==> config.mk <==
export PLATFORM = sky130hd
export DESIGN_NAME = rc4_key_search_scheduler
export DESIGN_NICKNAME = d
export VERILOG_FILES = /design/src/rtl/rc4_pkg.sv /design/src/rtl/rc4_plaintext_checker.sv /design/src/rtl/rc4_key_search_scheduler.sv
export SDC_FILE = /design/constraint.sdc
export NUM_CORES = 1
export LEC_CHECK = 0
export CAP_MARGIN = 15
export CORE_UTILIZATION = 44
export DETAILED_ROUTE_END_ITERATION = 7
export PLACE_DENSITY = 0.82
export SYNTH_ARGS = -nofsm -noshare
export SYNTH_HDL_FRONTEND = slang
export SYNTH_SLANG_ARGS = --single-unit
==> constraint.sdc <==
create_clock -name clk -period 2.86 [get_ports clk]
set_input_delay 0.572 -clock clk [delete_from_list [all_inputs] [get_ports clk]]
set_output_delay 0.572 -clock clk [all_outputs]
set_load 0.01 [all_outputs]
==> src/rtl/rc4_pkg.sv <==
// Shared types and constants for the RC4 key-search scheduler.
package rc4_pkg;

  // Sequencer states; the encoding doubles as the debug phase value.
  typedef enum logic [3:0] {
    ST_IDLE       = 4'd0,
    ST_INIT_START = 4'd1,
    ST_INIT_WAIT  = 4'd2,
    ST_KSA_START  = 4'd3,
    ST_KSA_WAIT   = 4'd4,
    ST_DEC_START  = 4'd5,
    ST_DEC_WAIT   = 4'd6,
    ST_CHECK      = 4'd7,
    ST_FOUND      = 4'd8,
    ST_FAIL       = 4'd9
  } state_e;

  localparam int PHASE_W = 4;

  // Printable plaintext: lowercase letters and space.
  localparam logic [7:0] CHAR_A     = 8'h61;
  localparam logic [7:0] CHAR_Z     = 8'h7A;
  localparam logic [7:0] CHAR_SPACE = 8'h20;

  function automatic logic [PHASE_W-1:0] phase_of(input state_e s);
    return PHASE_W'(s);
  endfunction

endpackage

==> src/rtl/rc4_plaintext_checker.sv <==
// Sticky flag raised when the decryptor emits a byte that is not
// lowercase ASCII or space.
module rc4_plaintext_checker
  import rc4_pkg::*;
#(
  parameter int DATA_W = 8
) (
  input  logic              clk,
  input  logic              reset,
  input  logic              clear,
  input  logic              enable,
  input  logic              strobe,
  input  logic [DATA_W-1:0] data,
  output logic              bad
);

  logic bad_q, bad_d;

  function automatic logic is_plain(input logic [DATA_W-1:0] b);
    return ((b >= DATA_W'(CHAR_A)) && (b <= DATA_W'(CHAR_Z))) ||
           (b == DATA_W'(CHAR_SPACE));
  endfunction

  // Clear has priority; otherwise latch any invalid byte seen while enabled.
  always_comb begin
    bad_d = bad_q;
    if (clear) begin
      bad_d = 1'b0;
    end else if (enable && strobe && !is_plain(data)) begin
      bad_d = 1'b1;
    end
  end

  // Flag register.
  always_ff @(posedge clk or posedge reset) begin
    if (reset) bad_q <= 1'b0;
    else       bad_q <= bad_d;
  end

  assign bad = bad_q;

endmodule

==> src/rtl/rc4_key_search_scheduler.sv <==
// Top-level RC4 key-search sequencer: walks candidate keys through the
// init / KSA / decrypt engines, arbitrates the S RAM port and stops on
// valid plaintext, key-space exhaustion or an engine watchdog expiry.
module rc4_key_search_scheduler
  import rc4_pkg::*;
#(
  parameter int                   RAM_WIDTH      = 8,
  parameter int                   RAM_LENGTH     = 8,
  parameter int                   KEY_WIDTH      = 24,
  parameter logic [KEY_WIDTH-1:0] KEY_MAX        = 24'h3FFFFF,
  parameter int                   TIMEOUT_CYCLES = 4096
) (
  input  logic                  clk,
  input  logic                  reset,
  input  logic                  go,
  output logic                  init_start,
  output logic                  ksa_start,
  output logic                  dec_start,
  input  logic                  init_done,
  input  logic                  ksa_done,
  input  logic                  dec_done,
  input  logic [RAM_LENGTH-1:0] init_addr,
  input  logic [RAM_LENGTH-1:0] ksa_addr,
  input  logic [RAM_LENGTH-1:0] dec_addr,
  input  logic [RAM_WIDTH-1:0]  init_din,
  input  logic [RAM_WIDTH-1:0]  ksa_din,
  input  logic [RAM_WIDTH-1:0]  dec_din,
  input  logic                  init_wren,
  input  logic                  ksa_wren,
  input  logic                  dec_wren,
  output logic [RAM_LENGTH-1:0] s_addr,
  output logic [RAM_WIDTH-1:0]  s_din,
  output logic                  s_wren,
  input  logic                  dec_a_wren,
  input  logic [RAM_WIDTH-1:0]  dec_a_data,
  output logic [KEY_WIDTH-1:0]  key,
  output logic                  busy,
  output logic                  found,
  output logic                  failed,
  output logic                  timeout,
  output logic [PHASE_W-1:0]    phase
);

  localparam int                WDOG_W    = $clog2(TIMEOUT_CYCLES) + 1;
  localparam logic [WDOG_W-1:0] WDOG_LAST = WDOG_W'(TIMEOUT_CYCLES - 1);

  state_e               state_q, state_d;
  logic [KEY_WIDTH-1:0] key_q, key_d;
  logic [WDOG_W-1:0]    wdog_q, wdog_d;
  logic                 timeout_q, timeout_d;
  logic                 go_q;
  logic                 go_rise;
  logic                 in_wait;
  logic                 wdog_exp;
  logic                 bad;
  logic                 clear_bad;

  assign go_rise  = go & ~go_q;
  assign in_wait  = (state_q == ST_INIT_WAIT) || (state_q == ST_KSA_WAIT) ||
                    (state_q == ST_DEC_WAIT);
  assign wdog_exp = (wdog_q == WDOG_LAST);

  // Every new candidate starts with a clean plaintext verdict.
  assign clear_bad = (state_d == ST_INIT_START) && (state_q != ST_INIT_START);

  rc4_plaintext_checker #(
    .DATA_W (RAM_WIDTH)
  ) u_checker (
    .clk    (clk),
    .reset  (reset),
    .clear  (clear_bad),
    .enable (state_q == ST_DEC_WAIT),
    .strobe (dec_a_wren),
    .data   (dec_a_data),
    .bad    (bad)
  );

  // Next-state, key and timeout-flag logic; a done pulse beats the watchdog.
  always_comb begin
    state_d   = state_q;
    key_d     = key_q;
    timeout_d = timeout_q;
    unique case (state_q)
      ST_IDLE: begin
        if (go_rise) begin
          state_d   = ST_INIT_START;
          key_d     = '0;
          timeout_d = 1'b0;
        end
      end
      ST_INIT_START: state_d = ST_INIT_WAIT;
      ST_INIT_WAIT: begin
        if (init_done) begin
          state_d = ST_KSA_START;
        end else if (wdog_exp) begin
          state_d   = ST_FAIL;
          timeout_d = 1'b1;
        end
      end
      ST_KSA_START: state_d = ST_KSA_WAIT;
      ST_KSA_WAIT: begin
        if (ksa_done) begin
          state_d = ST_DEC_START;
        end else if (wdog_exp) begin
          state_d   = ST_FAIL;
          timeout_d = 1'b1;
        end
      end
      ST_DEC_START: state_d = ST_DEC_WAIT;
      ST_DEC_WAIT: begin
        if (dec_done) begin
          state_d = ST_CHECK;
        end else if (wdog_exp) begin
          state_d   = ST_FAIL;
          timeout_d = 1'b1;
        end
      end
      ST_CHECK: begin
        if (!bad) begin
          state_d = ST_FOUND;
        end else if (key_q == KEY_MAX) begin
          state_d = ST_FAIL;
        end else begin
          key_d   = key_q + KEY_WIDTH'(1);
          state_d = ST_INIT_START;
        end
      end
      ST_FOUND, ST_FAIL: begin
        if (go_rise) begin
          state_d = ST_INIT_START;
          key_d   = '0;
        end
      end
      default: state_d = ST_IDLE;
    endcase
  end

  // Watchdog restarts on any state change and only counts while waiting.
  always_comb begin
    wdog_d = '0;
    if (in_wait && (state_d == state_q)) begin
      wdog_d = wdog_q + WDOG_W'(1);
    end
  end

  // Control registers.
  always_ff @(posedge clk or posedge reset) begin
    if (reset) begin
      state_q   <= ST_IDLE;
      key_q     <= '0;
      wdog_q    <= '0;
      timeout_q <= 1'b0;
      go_q      <= 1'b0;
    end else begin
      state_q   <= state_d;
      key_q     <= key_d;
      wdog_q    <= wdog_d;
      timeout_q <= timeout_d;
      go_q      <= go;
    end
  end

  // S RAM grant follows the engine owning the current state; START states
  // are included so an engine's first-cycle address reaches the RAM.
  always_comb begin
    s_addr = '0;
    s_din  = '0;
    s_wren = 1'b0;
    unique case (state_q)
      ST_INIT_START, ST_INIT_WAIT: begin
        s_addr = init_addr;
        s_din  = init_din;
        s_wren = init_wren;
      end
      ST_KSA_START, ST_KSA_WAIT: begin
        s_addr = ksa_addr;
        s_din  = ksa_din;
        s_wren = ksa_wren;
      end
      ST_DEC_START, ST_DEC_WAIT: begin
        s_addr = dec_addr;
        s_din  = dec_din;
        s_wren = dec_wren;
      end
      default: ;
    endcase
  end

  assign init_start = (state_q == ST_INIT_START);
  assign ksa_start  = (state_q == ST_KSA_START);
  assign dec_start  = (state_q == ST_DEC_START);
  assign busy       = (state_q != ST_IDLE) && (state_q != ST_FOUND) &&
                      (state_q != ST_FAIL);
  assign found      = (state_q == ST_FOUND);
  assign failed     = (state_q == ST_FAIL);
  assign key        = key_q;
  assign timeout    = timeout_q;
  assign phase      = phase_of(state_q);

endmodule

# Word level (Yosys, flattened, before mapping)
# Cells that the tools add are included.
dict set report word_totals {
  ff_bits 44
  in_bits 66
  out_inout_bits 52
  wordCells 82
}
dict set report op_classes {
  eq_ne 24
  n_lt_le_gt_ge 2
  n_reduce_logical 22
  bitwise_logic 2
  add_sub_neg 2
  muxes 24
}
# op n
set op_table {}
lappend op_table {{two-way mux 24 bit} 3}
lappend op_table {{case mux 24 bit (2 select lines)} 1}
lappend op_table {{case mux 8 bit (3 select lines)} 2}
lappend op_table {{case mux 4 bit (8 select lines)} 1}
lappend op_table {{two-way mux 4 bit} 7}
lappend op_table {{adder 24 x 1 -> 24 bit (second input constant)} 1}
lappend op_table {{== test 24 x 22 -> 1 bit (second input constant)} 1}
lappend op_table {{== test 4 x 3 -> 1 bit (second input constant)} 4}
lappend op_table {{adder 13 x 1 -> 13 bit (second input constant)} 1}
lappend op_table {{== test 13 x 12 -> 1 bit (second input constant)} 1}
lappend op_table {{two-way mux 13 bit} 1}
lappend op_table {{inequality test 2 bit (second input constant)} 5}
lappend op_table {{== test 4 x 1 -> 1 bit (second input constant)} 2}
lappend op_table {{== test 4 x 2 -> 1 bit (second input constant)} 2}
lappend op_table {{== test 4 bit (second input constant)} 2}
lappend op_table {{== test 8 x 6 -> 1 bit (second input constant)} 1}
lappend op_table {{greater-or-equal comparator 8 x 7 -> 1 bit (second input constant)} 1}
lappend op_table {{<= comparator 8 x 7 -> 1 bit (second input constant)} 1}
lappend op_table {{inequality test 4 bit (second input constant)} 2}
lappend op_table {{nonzero test 4 bit} 2}
lappend op_table {{logical AND 1 bit} 7}
lappend op_table {{two-way mux 1 bit} 7}
lappend op_table {{OR reduction 2 bit} 3}
lappend op_table {{AND reduction 5 bit} 1}
lappend op_table {{other kinds (13)} 17}

# Longest topological paths before layout
dict set report logic_depth {
  word_depth 7
  mapped_depth 8
  ltp_nobuf 6
}

# Modules after synthesis
# A second synthesis with hierarchy kept.
dict set report hier_totals {
  hier_cells 318
  hier_area_um2 2776.4
}
# mod cells_per_inst area_each_um2 n_inst seq_area_each_um2
set modules_own_cells {}
lappend modules_own_cells {rc4_key_search_scheduler 305 2655.0 1 1076.0}
lappend modules_own_cells {rc4_plaintext_checker 13 121.4 1 25.0}

# Least setup slack after synthesis
# OpenSTA, ideal clock, no wires.
dict set report synth_path {
  kind {reg-to-output}
  start {register state_q[1] (netlist: phase[1])}
  end {output s_addr[0]}
  path_buffers 2
  stages_incl_launch_ff 8
  arrival_ns 1.783
  t_required_ns 2.288
  slack_ns 0.505
  path_cell_list {dfrtp_1 > buf_2 > nand2b_1 > o22a_1 > nor2_1 > clkbuf_1 > a222oi_1 > inv_1}
}
dict set report synth_between {
  elab_chain_len 3
  elab_cells_between_ends 10
  cone_classes {6 x eq/ne; 1 x mux; 3 x reduce/logical}
}
# item line
set synth_rtl {}
lappend synth_rtl {{start, declared} rc4_key_search_scheduler.sv:47} ;# state_e state_q, state_d;
lappend synth_rtl {{start signal, assigned} rc4_key_search_scheduler.sv:155} ;# state_q <= state_d;
lappend synth_rtl {{== test 4 x 3 -> 1 bit, or another cell as far along} rc4_key_search_scheduler.sv:169} ;# unique case (state_q)
lappend synth_rtl {{OR reduction 2 bit} rc4_key_search_scheduler.sv:169}
lappend synth_rtl {{case mux 8 bit (3 select lines) *} rc4_key_search_scheduler.sv:169}
lappend synth_rtl {{end, declared} rc4_key_search_scheduler.sv:31} ;# output logic [RAM_LENGTH-1:0] s_addr,
# Mark *: on every way between the ends. The rest lies on a longest branch, timed or not.

# Worst setup path after layout
dict set report layout_path {
  start {register state_q[1] (netlist: phase[1])}
  end {output found}
}
dict set report layout_between {
  elab_chain_len 1
}
# item line
set layout_rtl {}
lappend layout_rtl {{== test 4 bit} rc4_key_search_scheduler.sv:194} ;# assign found = (state_q == ST_FOUND);
lappend layout_rtl {{end, declared} rc4_key_search_scheduler.sv:38} ;# output logic found,
# No other way between the ends.

==> metrics.yaml <==
status: "finished clean"
reg2reg_depth: 7
internal_power_w: 0.00211
hold_viol: 0
cp-endpoint: "found"
pwr-share-comb_pct: 60.2
min_period_ns: 2.71
fp.dieW_um: 82.8
syn_area_per_cell_um2: 8.78
relSlewSlack_pct: 57.2
io_buffer_count: 117
root_buffer: "clkbuf_8"
rsz0062_at_grt: "no"
worstReg2RegEnd: "key[16]$_DFFE_PP0P_"
num_rows: 29
vias_per_cell: 5.71
antennaDiodeCount: 0
worst_pin_slew_ns: 0.637
startpoint: "phase[1]$_DFF_PP0_"
clk_latency_ns: 0.30
syn_nets: 395
drtAntennaViolNets: 0
slowest_delay_ns: 0.55
synth_warnings: 0
yosysSeqAreaShare_pct: 38.3
whs_ns: 0.496
clock_sinks: 44
synth_most_common_cell: "dfrtp_1"
post-synth-top-area-cell: "dfrtp_1"
seq_power_share_pct: 25.6
drive_gt1_share_pct: 10.0
hp-class: "reg -> reg"
drc: 0
rrSetupSlack_ns: 0.54
crit_fanout: 5
clkPwrFrac_pct: 14.2
grt_antenna_before_repair: 0
finalCritPeriodShare_pct: 94.8
numCtsBuffers: 5
placed_area_um2: 4180
p_per_area_nw_per_um2: 782
peakVddDrop_v: 0.000608
path_cells: "buf_4 > buf_4 > or3b_2 > nor2_1 > clkdlybuf4s50_1"
clk_path_buf_depth: 2
swShare_pct: 39.1
maxCapViolations: 0
slowest_stage: "clkdlybuf4s50_1"
htreeDepth: 2
nets: 526
track_usage_pct: 24.3
fin_area_um2: 4440
crit_path_start_kind: "flip-flop"
cp_data_required_time_ns: 2.29
skew_ns: 0.00553
start_util_pct: 45.5
synthesis.area_um2: 2870
ys_ff_latch: 44
synth_edf_count: 0
finalSetupViolCount: 0
slew_viol_final: 0
hpwlAfterDp_um: 5930
routed_wl_um: 8020
drt-pass1-iter-count: 8
cts_tree: "yes"
worstReg2RegStart: "phase[0]$_DFF_PP0_"
num_vias: 3059
die_y_um: 82.8
core_um2: 6310
grt_pass1_vias: 2876
grt_start_max_net_pins: 45
clkSlewWorstSetupHoldPaths_ns: 0.09
io_pins: 118
synth_area_leaders: "dfrtp_1, a222oi_1, nor2_1"
power_leakage_nw: 2.08
clock.fmax_ghz: 0.369
ys_top_cells_by_count: "dfrtp_1, nor2_1, nand2_1"
crit_arrival_ns: 2.14
critPathMostFrequentCell: "buf_4"
wl_per_cell_um: 15.0
path_class: "reg -> out"
power_switching_w: 0.00135
synth_cell_type_count: 58
yosys.area.top_type_share_pct: 38.3
synthFlopType: "dfrtp_1"
endpoint_kind: "output port"
routabilityCongestion: 0.843
synthCells: 327
first_iter_violations: 223
die_area_um2: 6850
area_growth_pct: 54.6
overflow: 0
grt_pass1_wl_um: 12800
async_flop_share_pct: 100
## through the flow
| step | total power (W) | worst slack (ns) | std cells | setup TNS (ns) | util, % |
|---|---|---|---|---|---|
| after floorplan | 0.00189 | 0.505 | 327 | 0 | - |
| after global placement | 0.00281 | -0.153 | 521 | -2.41 | 66.2 |
| after detailed placement | 0.00285 | -0.273 | 521 | -4.10 | 66.2 |
| after CTS | 0.00350 | 0.000898 | 534 | 0 | 69.3 |
| after global routing | 0.00372 | 0.0659 | 536 | 0 | 70.3 |
| final | 0.00347 | 0.149 | 536 | 0 | 70.3 |
## how the worst min path moves through the flow
stage / end / cells past startpoint / slack, ns / startpoint
after floorplan: wdog_q[0]$_DFF_PP0_ / 1 / 0.45 / wdog_q[0]$_DFF_PP0_
after detailed placement: wdog_q[0]$_DFF_PP0_ / 1 / 0.49 / wdog_q[0]$_DFF_PP0_
final: wdog_q[0]$_DFF_PP0_ / 1 / 0.50 / wdog_q[0]$_DFF_PP0_
after CTS: wdog_q[0]$_DFF_PP0_ / 1 / 0.50 / wdog_q[0]$_DFF_PP0_
after global routing: key[20]$_DFFE_PP0P_ / 1 / 0.53 / key[20]$_DFFE_PP0P_
after global placement: wdog_q[0]$_DFF_PP0_ / 1 / 0.47 / wdog_q[0]$_DFF_PP0_
## cell families after synthesis
kind of cell | after synthesis | synth area share, %
compound gates | 68 | 20.4
xor+xnor | 15 | 4.57
fa+ha+maj | 2 | 0.871
buf+inv | 43 | 6.32
flops | 44 | 38.3
mux | 8 | 2.83
simple gates | 147 | 26.7
## final cells by class
class	count	area, µm²
tap	77	96.3
inverter	27	101
sequential	44	1100
fill	489	1880
multi-input combinational	240	1620
timing repair buffer	140	1410
clock inverter	3	46.3
clock buffer	5	68.8
## worst max-delay path, delay by kind of cell, from the launching register on
family / cells / cell delay (ns)
buf+inv: 3 / 0.84
simple gates: 2 / 0.58
flops: 1 / 0.43
## cells in the final DEF, fill, tap and decap left out, drive strengths merged, types with 8 or more instances in the layout
cell and n:
a21oi 9, a222oi 18, buf 23, clkdlybuf4s50 100, dfrtp 44, dlymetal6s2s 17
inv 28, nand2 31, nand2b 10, nand3 11, nand4 10, nor2 40
nor3 8, o21ai 8, xnor2 10
## state kept, by name (all words and copies together), names as in the netlist
signal	flops
go_q	1
timeout	1
wdog_q	13
key	24
u_checker.bad	1
phase	4
## power groups by stage
stage / clock, W / sequential, W / combinational, W
3_3_place_gp: 0 / 0.000894 / 0.00191
4_1_cts: 0.000503 / 0.000884 / 0.00212
5_1_grt: 0.000528 / 0.000911 / 0.00228
3_5_place_dp: 0 / 0.000905 / 0.00194
2_1_floorplan: 0 / 0.000913 / 0.000972
6_report: 0.000493 / 0.000887 / 0.00209
## routing by layer
metal / global-route usage (%) / vias to the layer above / part of all wire, %
met1: 28.5 / 1464 / 41
met2: 43.5 / 111 / 53
met5: 0 / - / 0
li1: - / 1473 / -
met3: 5.25 / 11 / 5.3
met4: 8.28 / 0 / 1.4
## repair_timing
item | 4_1_cts | 5_1_grt
pin swaps | 1 | 1
hold buffers | 0 | 0
gates resized for setup | 8 | 18
setup buffers | 4 | 2
gates cloned | 1 | 0
endpoints found under the hold margin | 0 | 0
endpoints found under the setup margin | 17 | 17
No activity file was read; power rests on OpenSTA's default activity.
